**src/rtl/mux_bus_arbiter_if.sv**
```systemverilog
// Bus between the round-robin mux arbiter and its four requesters / the dual 4:1 mux.
//   req     : level request per requester (bit i asks for mux input i)
//   sel_a/b : mux select LSB/MSB of the granted index
//   g_n     : active-low mux strobe for both halves
//   grant   : one-hot grant, nonzero only while g_n = 0
//   busy    : arbiter is in SETUP or GRANT
//   preempt : one-cycle pulse after a forced release at the hold limit
`timescale 1ns/1ps
interface mux_bus_arbiter_if;
  logic [3:0] req;
  logic       sel_a;
  logic       sel_b;
  logic       g_n;
  logic [3:0] grant;
  logic       busy;
  logic       preempt;

  // Arbiter side: drives the mux controls and grants.
  modport master (
    input  req,
    output sel_a, sel_b, g_n, grant, busy, preempt
  );

  // Requester / mux side.
  modport slave (
    output req,
    input  sel_a, sel_b, g_n, grant, busy, preempt
  );
endinterface

```
**src/rtl/mux_bus_arbiter.sv**
```systemverilog
// Round-robin arbiter sharing one dual 4:1 mux among four requesters. Select
// lines only move while the strobe is high, so the mux never glitches.
//   clk   : rising-edge clock
//   rst_n : asynchronous active-low reset
//   bus   : mux_bus_arbiter_if.master (req in; sel_a, sel_b, g_n, grant,
//           busy, preempt out, all registered)
// Parameters:
//   SETUP_CYCLES : cycles of stable select with strobe high before strobing (1..15)
//   HOLD_MAX     : maximum strobe-low cycles per tenure, 0 = unlimited
`timescale 1ns/1ps
module mux_bus_arbiter #(
  parameter int unsigned SETUP_CYCLES = 1,
  parameter int unsigned HOLD_MAX     = 8
) (
  input  logic               clk,
  input  logic               rst_n,
  mux_bus_arbiter_if.master  bus
);

  localparam int unsigned IDX_W      = 2;
  localparam int unsigned SETUP_W    = 4;
  localparam int unsigned SETUP_LAST = (SETUP_CYCLES == 0) ? 0 : SETUP_CYCLES - 1;
  localparam int unsigned HOLD_W     = (HOLD_MAX == 0) ? 1 : $clog2(HOLD_MAX + 1);
  localparam int unsigned HOLD_LAST  = (HOLD_MAX == 0) ? 0 : HOLD_MAX - 1;

  typedef enum logic [1:0] {
    IDLE  = 2'd0,
    SETUP = 2'd1,
    GRANT = 2'd2
  } state_t;

  state_t               state;
  logic [IDX_W-1:0]     sel;
  logic [IDX_W-1:0]     last;
  logic [SETUP_W-1:0]   setup_cnt;
  logic [HOLD_W-1:0]    hold_cnt;
  logic                 g_n;
  logic [3:0]           grant;
  logic                 busy;
  logic                 preempt;

  logic [IDX_W-1:0]     winner_c;
  logic [IDX_W-1:0]     idx_c;
  logic                 any_req_c;
  logic                 win_req_c;
  logic                 setup_done_c;
  logic                 hold_hit_c;

  // First asserted request searching upward from last+1 with wrap; the
  // descending loop lets the nearest candidate overwrite farther ones.
  always_comb begin
    winner_c = last + 2'd1;
    idx_c    = last + 2'd1;
    for (int k = 3; k >= 0; k--) begin
      idx_c = last + 2'd1 + 2'(k);
      if (bus.req[idx_c]) begin
        winner_c = idx_c;
      end
    end
  end

  // Exit conditions; the selected index doubles as the current winner.
  always_comb begin
    any_req_c    = |bus.req;
    win_req_c    = bus.req[sel];
    setup_done_c = (setup_cnt == SETUP_W'(SETUP_LAST));
    hold_hit_c   = (HOLD_MAX != 0) && (hold_cnt == HOLD_W'(HOLD_LAST));
  end

  // Arbitration FSM with registered mux controls.
  always_ff @(posedge clk or negedge rst_n) begin
    if (!rst_n) begin
      state     <= IDLE;
      sel       <= '0;
      last      <= 2'd3;
      setup_cnt <= '0;
      hold_cnt  <= '0;
      g_n       <= 1'b1;
      grant     <= '0;
      busy      <= 1'b0;
      preempt   <= 1'b0;
    end else begin
      preempt <= 1'b0;
      case (state)
        IDLE: begin
          // Select may only move here, with the strobe already high.
          if (any_req_c) begin
            sel       <= winner_c;
            setup_cnt <= '0;
            busy      <= 1'b1;
            state     <= SETUP;
          end
        end
        SETUP: begin
          if (!win_req_c) begin
            busy  <= 1'b0;
            state <= IDLE;
          end else if (setup_done_c) begin
            g_n      <= 1'b0;
            grant    <= 4'b0001 << sel;
            last     <= sel;
            hold_cnt <= '0;
            state    <= GRANT;
          end else begin
            setup_cnt <= setup_cnt + SETUP_W'(1);
          end
        end
        GRANT: begin
          if (hold_cnt != '1) begin
            hold_cnt <= hold_cnt + HOLD_W'(1);
          end
          // A simultaneous drop of req counts as a normal release.
          if (!win_req_c || hold_hit_c) begin
            g_n     <= 1'b1;
            grant   <= '0;
            busy    <= 1'b0;
            preempt <= win_req_c;
            state   <= IDLE;
          end
        end
        default: begin
          state <= IDLE;
        end
      endcase
    end
  end

  assign bus.sel_a   = sel[0];
  assign bus.sel_b   = sel[1];
  assign bus.g_n     = g_n;
  assign bus.grant   = grant;
  assign bus.busy    = busy;
  assign bus.preempt = preempt;

endmodule

```
**src/flat_wrapper.sv**
```systemverilog
// flat-port wrapper written by rule: the top's interface ports become plain ports
module mux_bus_arbiter_flat 
#(
  parameter int unsigned SETUP_CYCLES = 1,
  parameter int unsigned HOLD_MAX     = 8
)
  (clk, rst_n, bus_req, bus_sel_a, bus_sel_b, bus_g_n, bus_grant, bus_busy, bus_preempt);
  mux_bus_arbiter_if bus_i ();
  input  logic clk;
  input  logic rst_n;
  input wire logic [$bits(bus_i.req)-1:0] bus_req;
  output wire logic [$bits(bus_i.sel_a)-1:0] bus_sel_a;
  output wire logic [$bits(bus_i.sel_b)-1:0] bus_sel_b;
  output wire logic [$bits(bus_i.g_n)-1:0] bus_g_n;
  output wire logic [$bits(bus_i.grant)-1:0] bus_grant;
  output wire logic [$bits(bus_i.busy)-1:0] bus_busy;
  output wire logic [$bits(bus_i.preempt)-1:0] bus_preempt;
  assign bus_i.req = bus_req;
  assign bus_sel_a = bus_i.sel_a;
  assign bus_sel_b = bus_i.sel_b;
  assign bus_g_n = bus_i.g_n;
  assign bus_grant = bus_i.grant;
  assign bus_busy = bus_i.busy;
  assign bus_preempt = bus_i.preempt;
  mux_bus_arbiter #(.SETUP_CYCLES(SETUP_CYCLES), .HOLD_MAX(HOLD_MAX)) u_core (.clk(clk), .rst_n(rst_n), .bus(bus_i));
endmodule
```
**config.mk**
```make
export PLATFORM = sky130hd
export DESIGN_NAME = mux_bus_arbiter_flat
export DESIGN_NICKNAME = d
export VERILOG_FILES = /design/src/rtl/mux_bus_arbiter_if.sv /design/src/rtl/mux_bus_arbiter.sv /design/src/flat_wrapper.sv
export SDC_FILE = /design/constraint.sdc
export NUM_CORES = 1
export LEC_CHECK = 0
export ABC_AREA = 1
export BUFFER_PORTS_ARGS = -buffer_cell sky130_fd_sc_hd__buf_2
export CORE_MARGIN = 5
export CORE_UTILIZATION = 52
export DETAILED_ROUTE_END_ITERATION = 16
export PLACE_DENSITY = 0.78
export SETUP_SLACK_MARGIN = 0.2
export SLEW_MARGIN = 25
export SYNTH_ARGS = -nofsm -noshare
export SYNTH_HDL_FRONTEND = slang
export SYNTH_SLANG_ARGS = --single-unit
```
**constraint.sdc**
```tcl
create_clock -name clk -period 1.5 [get_ports clk]
set_input_delay 0.3 -clock clk [delete_from_list [all_inputs] [get_ports clk]]
set_output_delay 0.3 -clock clk [all_outputs]
set_load 0.01 [all_outputs]
```
==> metrics.md <==
| Metric | Value |
|---|---|
| Total CTS buffers | `3` |
| Final setup fails | `0` |
| Antenna violations before repair | `0` |
| Nets | `254` |
| Top cells by area, synth | `dfrtp_1 33%, nand2_1 21%, ha_1 6.4%` |
| CP arrival | `1.69 ns` |
| CP most frequent cell | `nand2_2` |
| Synth Flop Type | `dfrtp_1` |
| Root buffer cell | `clkbuf_4` |
| Clk_skew | `0.006613 ns` |
| WP buf/inv | `1` |
| H-tree levels | `1` |
| Seq/Total Area, Yosys | `38.63%` |
| Largest net degree at the start of global routing | `22` |
| Max-cap violations | `0` |
| Detailed Route Iter0 Violations | `136` |
| Compound-Gate Fraction of Synth Area | `8.493%` |
| Total I/O pin count | `15` |
| Fin crit period | `1.482 ns` |
| Vias | `1444` |
| Most common library cells after synthesis | `78 x nand2_1, 18 x dfrtp_1, 18 x inv_1` |
| CP max FO | `7` |
| Die area | `3761 µm²` |
| Final HPWL DP | `2099 µm` |
| Clock slew at reported path FFs | `0.13 ns` |
| WL met2 | `1982 µm` |
| VDD IR max | `0.001397 V` |
| Vias in the first global route | `1361` |
| DR WL met3 | `184 µm` |
| Top Layer Used | `met4` |
| Metal-1 WL | `1556 µm` |
| Buffers on Ports | `14` |
| Total Wirelength | `3785 µm` |
| Gr ovfl total | `0` |
| Crit-path max cell delay | `0.64 ns` |
| Layout cells sized above 1 | `46.67%` |
| Max-slew violations | `0` |
| Clk Latency, worst-skew pair | `0.31 ns` |
| Sequential cell area | `533.0 µm²` |
| Post-Synth Simple-Gate Area | `37.17%` |
| Hold Fails Final Rpt | `0` |
| DRC Markers | `0` |
| Synthesis-to-finish area growth | `44.57%` |
| CTS tree | `built` |
| First-pass GRT wire length | `5775 µm` |
| CP endpoint kind | `register` |
| Vias/cell | `5.348` |
| Multi-input logic area | `930.9 µm²` |
| Count leader, synth | `nand2_1` |
| Library cells used by synthesis | `25` |
| Async SR Flop Fraction | `100.0%` |
| Leak Pwr | `1.006 nW` |
| Final Cycle Share | `98.80%` |
| Antenna Nets Post-Route | `0` |
| Initial core utilization | `54.80%` |
| GPL Wtd Cong | `0.9046` |
| Clock Sinks | `21` |
| Wire per inst | `14.02 µm` |
| CP Cell Sequence | `inv_4 -> nand2_2 -> nand2_2 -> nand2_2 -> nand2_2 -> o21ai_2 -> nand3_1 -> nand3_1 -> nand2_1` |
| Fmax | `0.6748 GHz` |
| Synth Area in Adders | `6.393%` |
| Number of synthesized flops with an enable pin | `0` |
| Worst-Margin Slew | `0.4828 ns` |
| Slowest-stage cell, CP | `dfstp_2` |
| GRT Util Overall | `20.43%` |
| Synth top area share | `32.88%` |
| Worst Setup Start Kind | `register` |
| Largest area contributor in the netlist | `dfrtp_1` |
| Req. time, crit path | `1.71 ns` |
| Seq cells post-synth | `21` |
| RSZ-0062 raised after global routing | `yes` |
| Layout fillers | `157` |
| Synth Area per Inst | `7.136 µm²` |
| Syn nets | `205` |
| Row count | `18` |
| First-pass DRT Iterations | `4` |
| # diodes | `0` |
| Main combinational cell family by area after synthesis | `simple AND/OR/NAND/NOR gates` |
| HP Class | `in -> async` |
| Relative slew slack | `67.81%` |
| Yosys warnings | `0` |
| Outcome | `finished, final reports clean` |
| Post-Syn Instances | `192` |
| Final total negative setup slack | `0 ns` |
| Mux cell area share after synthesis | `0%` |
| Die H | `61.33 µm` |
| Final Power | `3.969 mW` |
| CTS max path bufs | `2` |
| Core area | `2500 µm²` |
| Die W | `61.33 µm` |
| XOR/XNOR Fraction of Synth Area | `1.918%` |
| WS Path Type | `reg -> reg` |
| PD cells | `2004 nW/µm²` |
| Mapped Area | `1370 µm²` |
| Top Family by Delay on Critical Path | `flip-flops` |
-- registers in the layout, summed over array words and instances (netlist names) --
register            count
u_core.last             2
u_core.bus.preempt      1
u_core.bus.busy         1
u_core.bus.grant        4
u_core.bus.g_n          1
u_core.hold_cnt         4
u_core.state            2
u_core.sel              2
u_core.setup_cnt        4
-- through the flow --
stage / instances / setup slack [ns] / utilization [%] / cell area [µm²] / hold slack, ns
2_1_floorplan: 192 / 0.1476 / - / 1448 / 0.004409
3_3_place_gp: 235 / 0.06977 / 61.51 / 1538 / 0.2784
3_5_place_dp: 235 / 0.01403 / 61.51 / 1538 / 0.2902
4_1_cts: 262 / 0.08457 / 73.52 / 1838 / 0.4579
5_1_grt: 270 / -0.06962 / 79.23 / 1981 / 0.5007
6_report: 270 / 0.01802 / 79.23 / 1981 / 0.4620
-- final timing paths --
path | from | to | slack (ns) | cells past startpoint
hold reg to reg | u_core.bus.busy | u_core.bus.busy | 0.49 | 2
min in group clk | u_core.bus.busy | u_core.bus.busy | 0.49 | 2
max in group asynchronous | rst_n | u_core.state[0] | 0.68 | 2
setup / recovery | u_core.last[0] | u_core.sel[0] | 0.02 | 9
hold / removal | rst_n | u_core.bus.grant[3] | 0.46 | 2
setup reg to reg | u_core.last[0] | u_core.sel[0] | 0.02 | 9
-- kinds of logic after synthesis --
family | after synthesis
simple gates | 115
buf+inv | 24
compound gates | 22
flops | 21
fa+ha+maj | 7
xor+xnor | 3
-- timing repair --
action                                  4_1_cts  5_1_grt
hold buffers                                  1        0
setup buffers                                21        8
endpoints found under the setup margin       19       21
pin swaps                                    22       12
endpoints found under the hold margin        18        0
gates cloned                                  1        0
gates resized for setup                      36       21
-- metal layers --
layer	up-vias	track usage, %
met3	8	2.516
met1	683	24.67
met2	46	37.61
li1	707	-
met4	0	6.364
met5	-	0
-- worst register-to-register path: stages, from the launching register on --
cell     delay [ns]
dfstp_2        0.64
inv_4          0.08
nand2_2        0.08
nand2_2        0.07
nand2_2        0.08
nand2_2        0.06
o21ai_2        0.17
nand3_1        0.09
nand3_1        0.08
nand2_1        0.05
-- report_power, final --
part	switching (mW)	total (mW)	leakage (nW)	internal [mW]
Sequential	0.190	0.963	0.266	0.772
Clock	0.187	0.286	0.0177	0.0996
Combinational	1.54	2.72	0.723	1.18
Total	1.91	3.97	1.01	2.05
-- cell usage in the layout (no fill, tap or decap), drive strengths merged --
master	n
nand2	83
nand3	17
dfstp	3
dfrtp	18
nor2	12
nand4	2
ha	7
buf	44
xor2	3
clkbuf	3
a21oi	2
o31ai	1
or2	1
clkinv	1
nor3	1
inv	22
dlygate4sd3	1
o21ai	19
-- area by class of cell --
class	count	area share (%)
well taps	30	1.895
clock buffers	3	1.137
repair buffers	45	17.75
multi-input cells	148	47.00
clock inverters	1	0.2527
inverters	22	5.054
flip-flops and latches	21	26.91
No activity file was read; power rests on OpenSTA's default activity.
